--- src/rtl/hazard_scoreboard_pkg.sv ---
// Shared cpu types for the hazard/scoreboard unit.
// Forward-select codes and the register index type.
package hazard_scoreboard_pkg;

  localparam int CPU_NREG = 32;
  localparam int CPU_RW   = $clog2(CPU_NREG);

  typedef logic [CPU_RW-1:0] Gr;

  typedef enum logic [1:0] {
    FWD_RF  = 2'd0,
    FWD_EX  = 2'd1,
    FWD_MEM = 2'd2,
    FWD_WB  = 2'd3
  } FwdSel;

endpackage

--- src/rtl/hazard_scoreboard_fetch_cancel_ctr.sv ---
// Outstanding-fetch counter and stale-response cancel counter.
// Drops responses belonging to requests issued before a redirect.
module fetch_cancel_ctr #(
  parameter int MAX_OUT = 2,
  parameter int CW      = $clog2(MAX_OUT+1)
) (
  input  logic i_clk,
  input  logic i_reset,
  input  logic i_addr_ok,
  input  logic i_data_ok,
  input  logic i_redirect,
  output logic o_drop,
  output logic o_req_block
);

  logic [CW-1:0] r_out;
  logic [CW-1:0] r_cancel;
  logic [CW-1:0] w_out_next;

  assign w_out_next = r_out + CW'(i_addr_ok) - CW'(i_data_ok);
  assign o_drop = ~i_reset & i_data_ok & (r_cancel != '0);
  assign o_req_block = ~i_reset & (r_out == CW'(MAX_OUT));

  // Track in-flight requests; reload cancel count on redirect.
  always_ff @(posedge i_clk) begin
    if (i_reset) begin
      r_out    <= '0;
      r_cancel <= '0;
    end else begin
      r_out <= w_out_next;
      if (i_redirect)
        r_cancel <= w_out_next;
      else if (o_drop)
        r_cancel <= r_cancel - CW'(1);
    end
  end

  a_no_overreq: assert property (
    @(posedge i_clk) disable iff (i_reset)
    !(i_addr_ok && o_req_block));

endmodule

--- src/rtl/hazard_scoreboard.sv ---
// Forwarding selects, ID stall, long-op scoreboard and flushes.
// Fetch cancel bookkeeping lives in fetch_cancel_ctr.
module hazard_scoreboard
  import hazard_scoreboard_pkg::*;
#(
  parameter int NREG    = 32,
  parameter int RW      = $clog2(NREG),
  parameter int NSRC    = 3,
  parameter int MAX_OUT = 2,
  parameter int CW      = $clog2(MAX_OUT+1)
) (
  input  logic                     aclk,
  input  logic                     reset,
  input  logic                     i_id_valid,
  input  logic                     i_id_early,
  input  logic [NSRC-1:0]          i_id_src_en,
  input  logic [NSRC-1:0][RW-1:0]  i_id_src,
  input  logic                     i_id_dst_en,
  input  logic [RW-1:0]            i_id_dst,
  input  logic                     i_id_long,
  input  logic                     i_id_redirect,
  input  logic                     i_ex_allow_in,
  input  logic                     i_ex_valid,
  input  logic                     i_ex_dst_en,
  input  logic [RW-1:0]            i_ex_dst,
  input  logic                     i_mem_valid,
  input  logic                     i_mem_dst_en,
  input  logic [RW-1:0]            i_mem_dst,
  input  logic                     i_wb_valid,
  input  logic                     i_wb_dst_en,
  input  logic [RW-1:0]            i_wb_dst,
  input  logic                     i_ex_fwd_ok,
  input  logic                     i_mem_fwd_ok,
  input  logic                     i_lu_done,
  input  logic [RW-1:0]            i_lu_dst,
  input  logic                     i_mem_exc,
  input  logic                     i_mem_ertn,
  input  logic                     i_mem_idle,
  input  logic                     i_wb_exc,
  input  logic                     i_wb_ertn,
  input  logic                     i_wb_idle,
  input  logic                     i_if_addr_ok,
  input  logic                     i_if_data_ok,
  output logic [NSRC-1:0][1:0]     o_fwd_sel,
  output logic                     o_id_stall,
  output logic                     o_if_flush,
  output logic                     o_id_flush,
  output logic                     o_ex_flush,
  output logic                     o_mem_flush,
  output logic                     o_if_drop,
  output logic                     o_if_req_block
);

  logic [NREG-1:0]        r_pend;
  logic [NSRC-1:0][1:0]   w_sel;
  logic [NSRC-1:0]        w_src_hz;
  logic                   w_waw;
  logic                   w_wb_fl;
  logic                   w_flush_all;
  logic                   w_stall;
  logic                   w_issue;
  logic                   w_redirect;

  for (genvar s = 0; s < NSRC; s++) begin : g_src
    logic w_use;
    logic w_mex;
    logic w_mmem;
    logic w_mwb;
    logic w_pipe_hz;
    assign w_use  = i_id_src_en[s] & (i_id_src[s] != '0);
    assign w_mex  = w_use & i_ex_valid & i_ex_dst_en
                  & (i_ex_dst == i_id_src[s]);
    assign w_mmem = w_use & i_mem_valid & i_mem_dst_en
                  & (i_mem_dst == i_id_src[s]);
    assign w_mwb  = w_use & i_wb_valid & i_wb_dst_en
                  & (i_wb_dst == i_id_src[s]);
    assign w_sel[s] = w_mex  ? FWD_EX  :
                      w_mmem ? FWD_MEM :
                      w_mwb  ? FWD_WB  : FWD_RF;
    // Early consumers cannot take EX results; later ones wait
    // only for results that are not final yet.
    assign w_pipe_hz = i_id_early
      ? (w_mex | (w_mmem & ~i_mem_fwd_ok))
      : ((w_mex & ~i_ex_fwd_ok)
         | (~w_mex & w_mmem & ~i_mem_fwd_ok));
    assign w_src_hz[s] = w_pipe_hz
                       | (w_use & r_pend[i_id_src[s]]);
  end

  assign w_waw = i_id_dst_en & r_pend[i_id_dst];
  assign w_wb_fl = i_wb_exc | i_wb_ertn | i_wb_idle;
  assign w_flush_all = w_wb_fl | i_mem_exc | i_mem_ertn
                     | i_mem_idle;
  assign w_stall = i_id_valid & ((|w_src_hz) | w_waw)
                 & ~w_flush_all;
  assign w_issue = i_id_valid & ~w_stall & i_ex_allow_in
                 & ~w_flush_all;
  assign w_redirect = (w_issue & i_id_redirect) | w_flush_all;

  assign o_fwd_sel   = reset ? '0 : w_sel;
  assign o_id_stall  = ~reset & w_stall;
  assign o_if_flush  = reset | w_flush_all;
  assign o_id_flush  = reset | w_flush_all;
  assign o_ex_flush  = reset | w_flush_all;
  assign o_mem_flush = reset | w_wb_fl;

  // Mark long-latency destinations busy until the unit writes back.
  always_ff @(posedge aclk) begin
    if (reset) begin
      r_pend <= '0;
    end else begin
      if (i_lu_done)
        r_pend[i_lu_dst] <= 1'b0;
      if (w_issue & i_id_long & (i_id_dst != '0))
        r_pend[i_id_dst] <= 1'b1;
    end
  end

  fetch_cancel_ctr #(
    .MAX_OUT (MAX_OUT),
    .CW      (CW)
  ) u_fetch_cancel_ctr (
    .i_clk       (aclk),
    .i_reset     (reset),
    .i_addr_ok   (i_if_addr_ok),
    .i_data_ok   (i_if_data_ok),
    .i_redirect  (w_redirect),
    .o_drop      (o_if_drop),
    .o_req_block (o_if_req_block)
  );

endmodule

--- config.mk ---
export PLATFORM = sky130hd
export DESIGN_NAME = hazard_scoreboard
export DESIGN_NICKNAME = d
export VERILOG_FILES = /design/src/rtl/hazard_scoreboard_pkg.sv /design/src/rtl/hazard_scoreboard_fetch_cancel_ctr.sv /design/src/rtl/hazard_scoreboard.sv
export SDC_FILE = /design/constraint.sdc
export NUM_CORES = 1
export LEC_CHECK = 0
export CORE_ASPECT_RATIO = 1.25
export CORE_MARGIN = 2
export CORE_UTILIZATION = 25
export DETAILED_ROUTE_END_ITERATION = 10
export SLEW_MARGIN = 20
export SYNTH_ARGS = -nofsm -noshare
export SYNTH_HDL_FRONTEND = slang
export SYNTH_SLANG_ARGS = --single-unit
--- constraint.sdc ---
create_clock -name aclk -period 3.5 [get_ports aclk]
set_input_delay 0.7 -clock aclk [delete_from_list [all_inputs] [get_ports aclk]]
set_output_delay 0.7 -clock aclk [all_outputs]
set_load 0.1 [all_outputs]
* Word level (Yosys, flattened, before mapping)
Index checks and enable logic that the tools add are counted.
** Word-level totals
- Logic and storage cells :: 149
- Latch bits :: 0
- Memories :: 0
- Output and inout port bits :: 13
- RAM bits :: 0
- Bits of input ports :: 68
- Memory bits (read-only) :: 0
- Bits in registers :: 36
** Cells by class
- Bitwise operators :: 87
- Equal/unequal tests :: 10
- Reductions and logical operators :: 9
- Shift operators :: 0
- Divide/modulo/power cells :: 0
- Add/subtract/negate cells :: 3
- Multipliers :: 0
- Magnitude comparators :: 7
- Muxes and demuxes :: 30
** Operator list (number)
- $mux 32 :: 3
- $and 1x1->1 :: 58
- $eq 5x5->1 :: 9
- $and 32x32->32 :: 1
- $not 32->32 :: 1
- $or 32x32->32 :: 1
- $lt 5x6->1 const B :: 5
- $mux 2 :: 11
- $bmux 1 s5 :: 4
- $reduce_bool 5->1 :: 4
- $or 1x1->1 :: 18
- $demux 1 s5 :: 2
- $ge 5x1->1 const B :: 2
- $mux 1 :: 9
- $not 1->1 :: 8
- $mux 6 :: 1
- $reduce_bool 2->1 :: 2
- $reduce_or 3->1 :: 1
- $add 2x1->2 :: 1
- $eq 2x2->1 const B :: 1
- $logic_and 1x1->1 :: 2
- $sub 2x1->2 :: 1
- $sub 2x1->2 const B :: 1

* Logic depth before layout (Yosys ltp)
- Word-level depth :: 22
- Depth in mapped cells :: 11
- Gate-level depth less buffers :: 11

* Cells and area by module
From an unflattened synthesis, not the netlist that was laid out.
** Unflattened totals
- Cells, all modules :: 487
- Area total of the unflattened synthesis :: 4165.2 um2
** By module, submodules not included
- hazard_scoreboard :: instances 1, cells each 461, sequential area each 640.6 um2, area an instance 3921.3 um2
- fetch_cancel_ctr :: instances 1, cells each 26, sequential area each 80.1 um2, area an instance 244.0 um2

* Worst setup path after synthesis
OpenSTA, ideal clock, no wires.
- Path type :: input-to-output
- Start :: input port i_id_src[12] in the netlist's numbering
- End :: output port o_fwd_sel[5] in the netlist's numbering
- Path slack :: -1.369 ns
- Stages on the path :: 5
- Required time :: 2.800 ns
- Arrival :: 4.169 ns
- Buffers on the path :: 1
- Cells stage by stage :: buf_1 xnor2_1 nand4_1 or4_1 a211oi_1
** RTL lines
- start: declaration :: line hazard_scoreboard.sv:17 : input logic [NSRC-1:0][RW-1:0] i_id_src,
- end: declaration :: line hazard_scoreboard.sv:44 : output logic [NSRC-1:0][1:0] o_fwd_sel,

* Final worst setup path
- Start :: input port i_id_src[8] in the netlist's numbering
- End :: output port o_id_stall
** Between the ends
- Cells in the longest elaborated chain, start to end :: 16
- Elaborated cells on any way between the ends :: 27
- Those cells by class :: 2 x eq/ne; 3 x mux; 20 x bitwise; 2 x reduce/logical
** Ends and longest elaborated chain
- $reduce_bool 5->1 :: line hazard_scoreboard.sv:70 : assign w_use = i_id_src_en[s] & (i_id_src[s] != '0);
- $and 1x1->1 :: line hazard_scoreboard.sv:70
- $and 1x1->1 (2 in a row) :: line hazard_scoreboard.sv:71 : assign w_mex = w_use & i_ex_valid & i_ex_dst_en
- $and 1x1->1 :: line hazard_scoreboard.sv:72 : & (i_ex_dst == i_id_src[s]);
- $not 1->1 :: line hazard_scoreboard.sv:85 : | (~w_mex & w_mmem & ~i_mem_fwd_ok));
- $and 1x1->1 (2 in a row) :: line hazard_scoreboard.sv:85
- $or 1x1->1 :: line hazard_scoreboard.sv:85
- $mux 1 :: line hazard_scoreboard.sv:83 : ? (w_mex | (w_mmem & ~i_mem_fwd_ok))
- $or 1x1->1 (*) :: line hazard_scoreboard.sv:87 : | (w_use & r_pend[i_id_src[s]]);
- $reduce_or 3->1 (*) :: line hazard_scoreboard.sv:94 : assign w_stall = i_id_valid & ((|w_src_hz) | w_waw)
- $or 1x1->1 (*) :: line hazard_scoreboard.sv:94
- $and 1x1->1 (*) :: line hazard_scoreboard.sv:94
- $and 1x1->1 (*) :: line hazard_scoreboard.sv:95 : & ~w_flush_all;
- $and 1x1->1 (*) :: line hazard_scoreboard.sv:101 : assign o_id_stall = ~reset & w_stall;
- end: declaration :: line hazard_scoreboard.sv:45 : output logic o_id_stall,
Mark *: on every way between the ends. The rest lies on a longest branch, timed or not. The select of a mux whose other input is x is not followed.

==> flow_metrics.tcl <==
set metrics [dict create \
    status "complete, but fails checks" \
    violations_in_the_final_reports "negative setup slack" \
    finalCoreUtilization_pct 39.2 \
    worstHoldEndpoint "r_pend[10]$_SDFF_PP0_" \
    yosys.cell_types.count 52 \
    clock-skew-final_ps 4.70 \
    vdd_drop_max_mv 0.186 \
    r2r-start "r_pend[15]$_SDFF_PP0_" \
    layout_min_cycle_time_ps 3840 \
    critPathMaxFanout 4 \
    portBuffers 80 \
    floorplan.io_pins 81 \
    max_clk_rate_ghz 0.261 \
    detail_route.vias_per_cell 5.30 \
    floorplan.initialDensity_pct 25.5 \
    cpMostUsedCell "sky130_fd_sc_hd__or4_4" \
    finalInstanceArea_um2 6110 \
    dr.first_iter.drc_count 387 \
    final-hold-violation-count 0 \
    rsz0062_at_grt "true" \
    routed-via-count 4290 \
    clkLatencyLatePin_ps 280 \
    crit_family "simple AND/OR/NAND/NOR gates" \
    report.power.total_mw 1.39 \
    synth_nets 530 \
    cts.clk_slew.worst_paths_ps 50 \
    synth_enable_flop_cells 0 \
    num_rows 51 \
    largest_net_degree_at_the_start_of_global_routing 33 \
    worst_hold_path_type "reg2reg" \
    postPlaceCellArea_um2 5610 \
    antenna_violations_before_repair 0 \
    min-delay-start "r_pend[10]$_SDFF_PP0_" \
    fin_hold_ws_ps 552 \
    ys.flop_type "sky130_fd_sc_hd__dfxtp_1" \
    timing.rr.end "r_pend[24]$_SDFF_PP0_" \
    power_density_nw_per_um2 228 \
    timing.hold.worst_path_depth 2 \
    post_route_cells_drive_above_1_share_pct 37.9 \
    crit_path_cell_trace "buf_6 -> or4_4 -> o21ai_4 -> nor4_4 -> o32a_1 -> or2_1 -> or4_4 -> and3_4 -> buf_12" \
    yosys_warning_total 0 \
    netlist_area_um2 3960 \
    n_antenna_cell 0 \
    grt.total_usage_pct 17.7 \
    synth_area_per_cell_um2 8.64 \
    grt_pass1_vias 4363 \
    setup-violations-final 1 \
    synth.yosys.seq_area_share_pct 18.2 \
    layout-area-overhead-vs-synth_pct 54.1 \
    num_cts_buffers 5 \
    grt.overflow.total 0 \
    drcViolationCount 0 \
    slowest_stage "sky130_fd_sc_hd__or4_4" \
    synthCells 459 \
    routed_wirelength_um 15200 \
    worst_slew_margin_rel_pct 38.5 \
    fp.dieW_um 117 \
    crit_path_max_incr_delay_ps 550 \
    place.detailed.hpwl_um 11300 \
    chipHeight_um 145 \
    layout.cells.most_common_list "81 x sky130_fd_sc_hd__buf_4, 38 x sky130_fd_sc_hd__nand3_1, 37 x sky130_fd_sc_hd__xnor2_1, 37 x sky130_fd_sc_hd__clkdlybuf4s50_1, 36 x sky130_fd_sc_hd__dfxtp_1" \
    power_leakage_nw 2.33 \
    cts_sinks 36 \
    coreArea_um2 15600 \
    drt_first_pass_iters 5 \
    critPathLaunchType "primary input" \
    setup_slack_ps -337 \
    crit_buf_inv 2 \
    gp_routability_congestion 0.924 \
    area_enclosed_by_the_die_boundary_um2 16900 \
    critPathRequiredTime_ps 2800 \
    finish.net_count 668 \
    placed_cells_incl_taps 785 \
    h-tree-depth 2 \
    layout_worst_path_cycle_share_pct 110 \
    route.antenna.remaining_nets 0 \
    worst-endpoint-arrival_ps 3140 \
    clock_tree_root_buffer_cell "sky130_fd_sc_hd__clkbuf_16" \
    cts_max_path_buffers 2 \
    cp-end-kind "output pin" \
    worstRegToRegCells 7 \
    ys_ff_latch 36 \
    tritoncts "built" \
    worst_slew_pin_slew_ps 920 \
    timing.reg2reg.setup_slack_ps 720 \
    final_cells 809 \
    layout.cells.most_common "sky130_fd_sc_hd__buf_4" \
    avgRoutedWirePerCell_um 18.8 \
    async_reset_ff_share_pct 0 \
    timing.setup.critical_path_class "in2out" \
    first_pass_grt_wire_length_um 22600 \
    cap_violations 0 \
    timing.final.max_slew_violations 0 \
    cts_hold_buffers 0 \
]
==> power breakdown <==
group | switching (mW) | internal (mW)
logic | 0.259 | 0.241
clock network | 0.167 | 0.299
registers | 0.00537 | 0.421
total | 0.432 | 0.960
==> area by class of cell <==
| type | count | area, um^2 |
|---|---|---|
| clock buffer | 7 | 153 |
| tap | 212 | 265 |
| timing repair buffer | 168 | 1680 |
| fill | 1590 | 9460 |
| multi-input combinational | 372 | 3240 |
| inverter | 14 | 52.6 |
| sequential | 36 | 721 |
==> registers in the layout, summed over array words and instances (netlist names) <==
| register | flops |
|---|---|
| u_fetch_cancel_ctr.r_cancel | 2 |
| r_pend | 32 |
| u_fetch_cancel_ctr.r_out | 2 |
==> Yosys cell counts, types with 4 or more instances <==
master | n | share of area, %
sky130_fd_sc_hd__mux4_2 | 25 | 14
sky130_fd_sc_hd__nor2_1 | 14 | 1.3
sky130_fd_sc_hd__or4_1 | 8 | 1.5
sky130_fd_sc_hd__nor2b_1 | 23 | 3.6
sky130_fd_sc_hd__and3_1 | 7 | 1.1
sky130_fd_sc_hd__inv_1 | 14 | 1.3
sky130_fd_sc_hd__or2_2 | 5 | 0.79
sky130_fd_sc_hd__nor4_1 | 7 | 1.1
sky130_fd_sc_hd__buf_6 | 5 | 1.4
sky130_fd_sc_hd__a21oi_1 | 4 | 0.51
sky130_fd_sc_hd__nand2b_1 | 7 | 1.1
sky130_fd_sc_hd__xnor2_1 | 38 | 8.4
sky130_fd_sc_hd__nand3b_1 | 20 | 3.8
sky130_fd_sc_hd__mux2_2 | 8 | 2.3
sky130_fd_sc_hd__nor3_1 | 10 | 1.3
sky130_fd_sc_hd__clkbuf_1 | 21 | 2.0
sky130_fd_sc_hd__dfxtp_1 | 36 | 18
sky130_fd_sc_hd__o21ai_2 | 32 | 7.1
sky130_fd_sc_hd__nand4_1 | 11 | 1.7
sky130_fd_sc_hd__buf_2 | 6 | 0.76
sky130_fd_sc_hd__o21ai_0 | 20 | 2.5
sky130_fd_sc_hd__nand2_1 | 22 | 2.1
sky130_fd_sc_hd__nand3_1 | 38 | 4.8
sky130_fd_sc_hd__xor2_1 | 10 | 2.2
sky130_fd_sc_hd__nor3b_1 | 7 | 1.3
sky130_fd_sc_hd__mux2i_1 | 17 | 4.3
==> per-stage QoR <==
step	TNS [ps]	worst slack, ps
2_1_floorplan	-620	-419
3_3_place_gp	-10710	-740
3_5_place_dp	-12490	-733
4_1_cts	-459	-459
5_1_grt	-396	-396
6_report	-337	-337
==> how the worst max path moves through the flow <==
stage | start | to | slack (ps) | depth (start not counted)
finish | i_id_src[8] | o_id_stall | -340 | 9
global placement | i_id_src[1] | o_id_stall | -740 | 11
global route | i_id_src[8] | o_id_stall | -400 | 9
detailed placement | i_id_src[1] | o_id_stall | -730 | 11
CTS | i_id_src[0] | o_id_stall | -460 | 10
floorplan | i_id_src[12] | o_fwd_sel[5] | -420 | 5
==> logic make-up after synthesis <==
kind of cell | share of synthesized area, %
simple gates | 27.3
compound gates | 16.0
buf+inv | 6.25
mux | 20.8
xor+xnor | 10.6
flops | 18.2
fa+ha+maj | 0.947
==> what timing repair did <==
| item | 4_1_cts | 5_1_grt |
|---|---|---|
| gates resized for setup | 51 | 60 |
| pin swaps | 18 | 18 |
| buffers inserted | 15 | 2 |
| cloned | 1 | 1 |
| endpoints found under the setup margin | 38 | 4 |
==> per-layer routing <==
metal / track usage (%) / vias to the layer above / share of wire (%)
met3: 2.62 / 41 / 7.5
met4: 9.47 / 0 / 4.1
met1: 20.4 / 2033 / 39
li1: - / 1987 / -
met2: 31.2 / 229 / 49
met5: 0 / - / 0
==> worst reg2reg max path: cells and delay by family, from the launching register on <==
family | cells | cell delay [ps]
AO/OA/AOI/OAI | 2 | 550
buffers and inverters | 1 | 300
multiplexers | 2 | 770
AND/OR/NAND/NOR | 2 | 700
flip-flops | 1 | 380
Note: power is estimated with default switching activity, not from simulation.
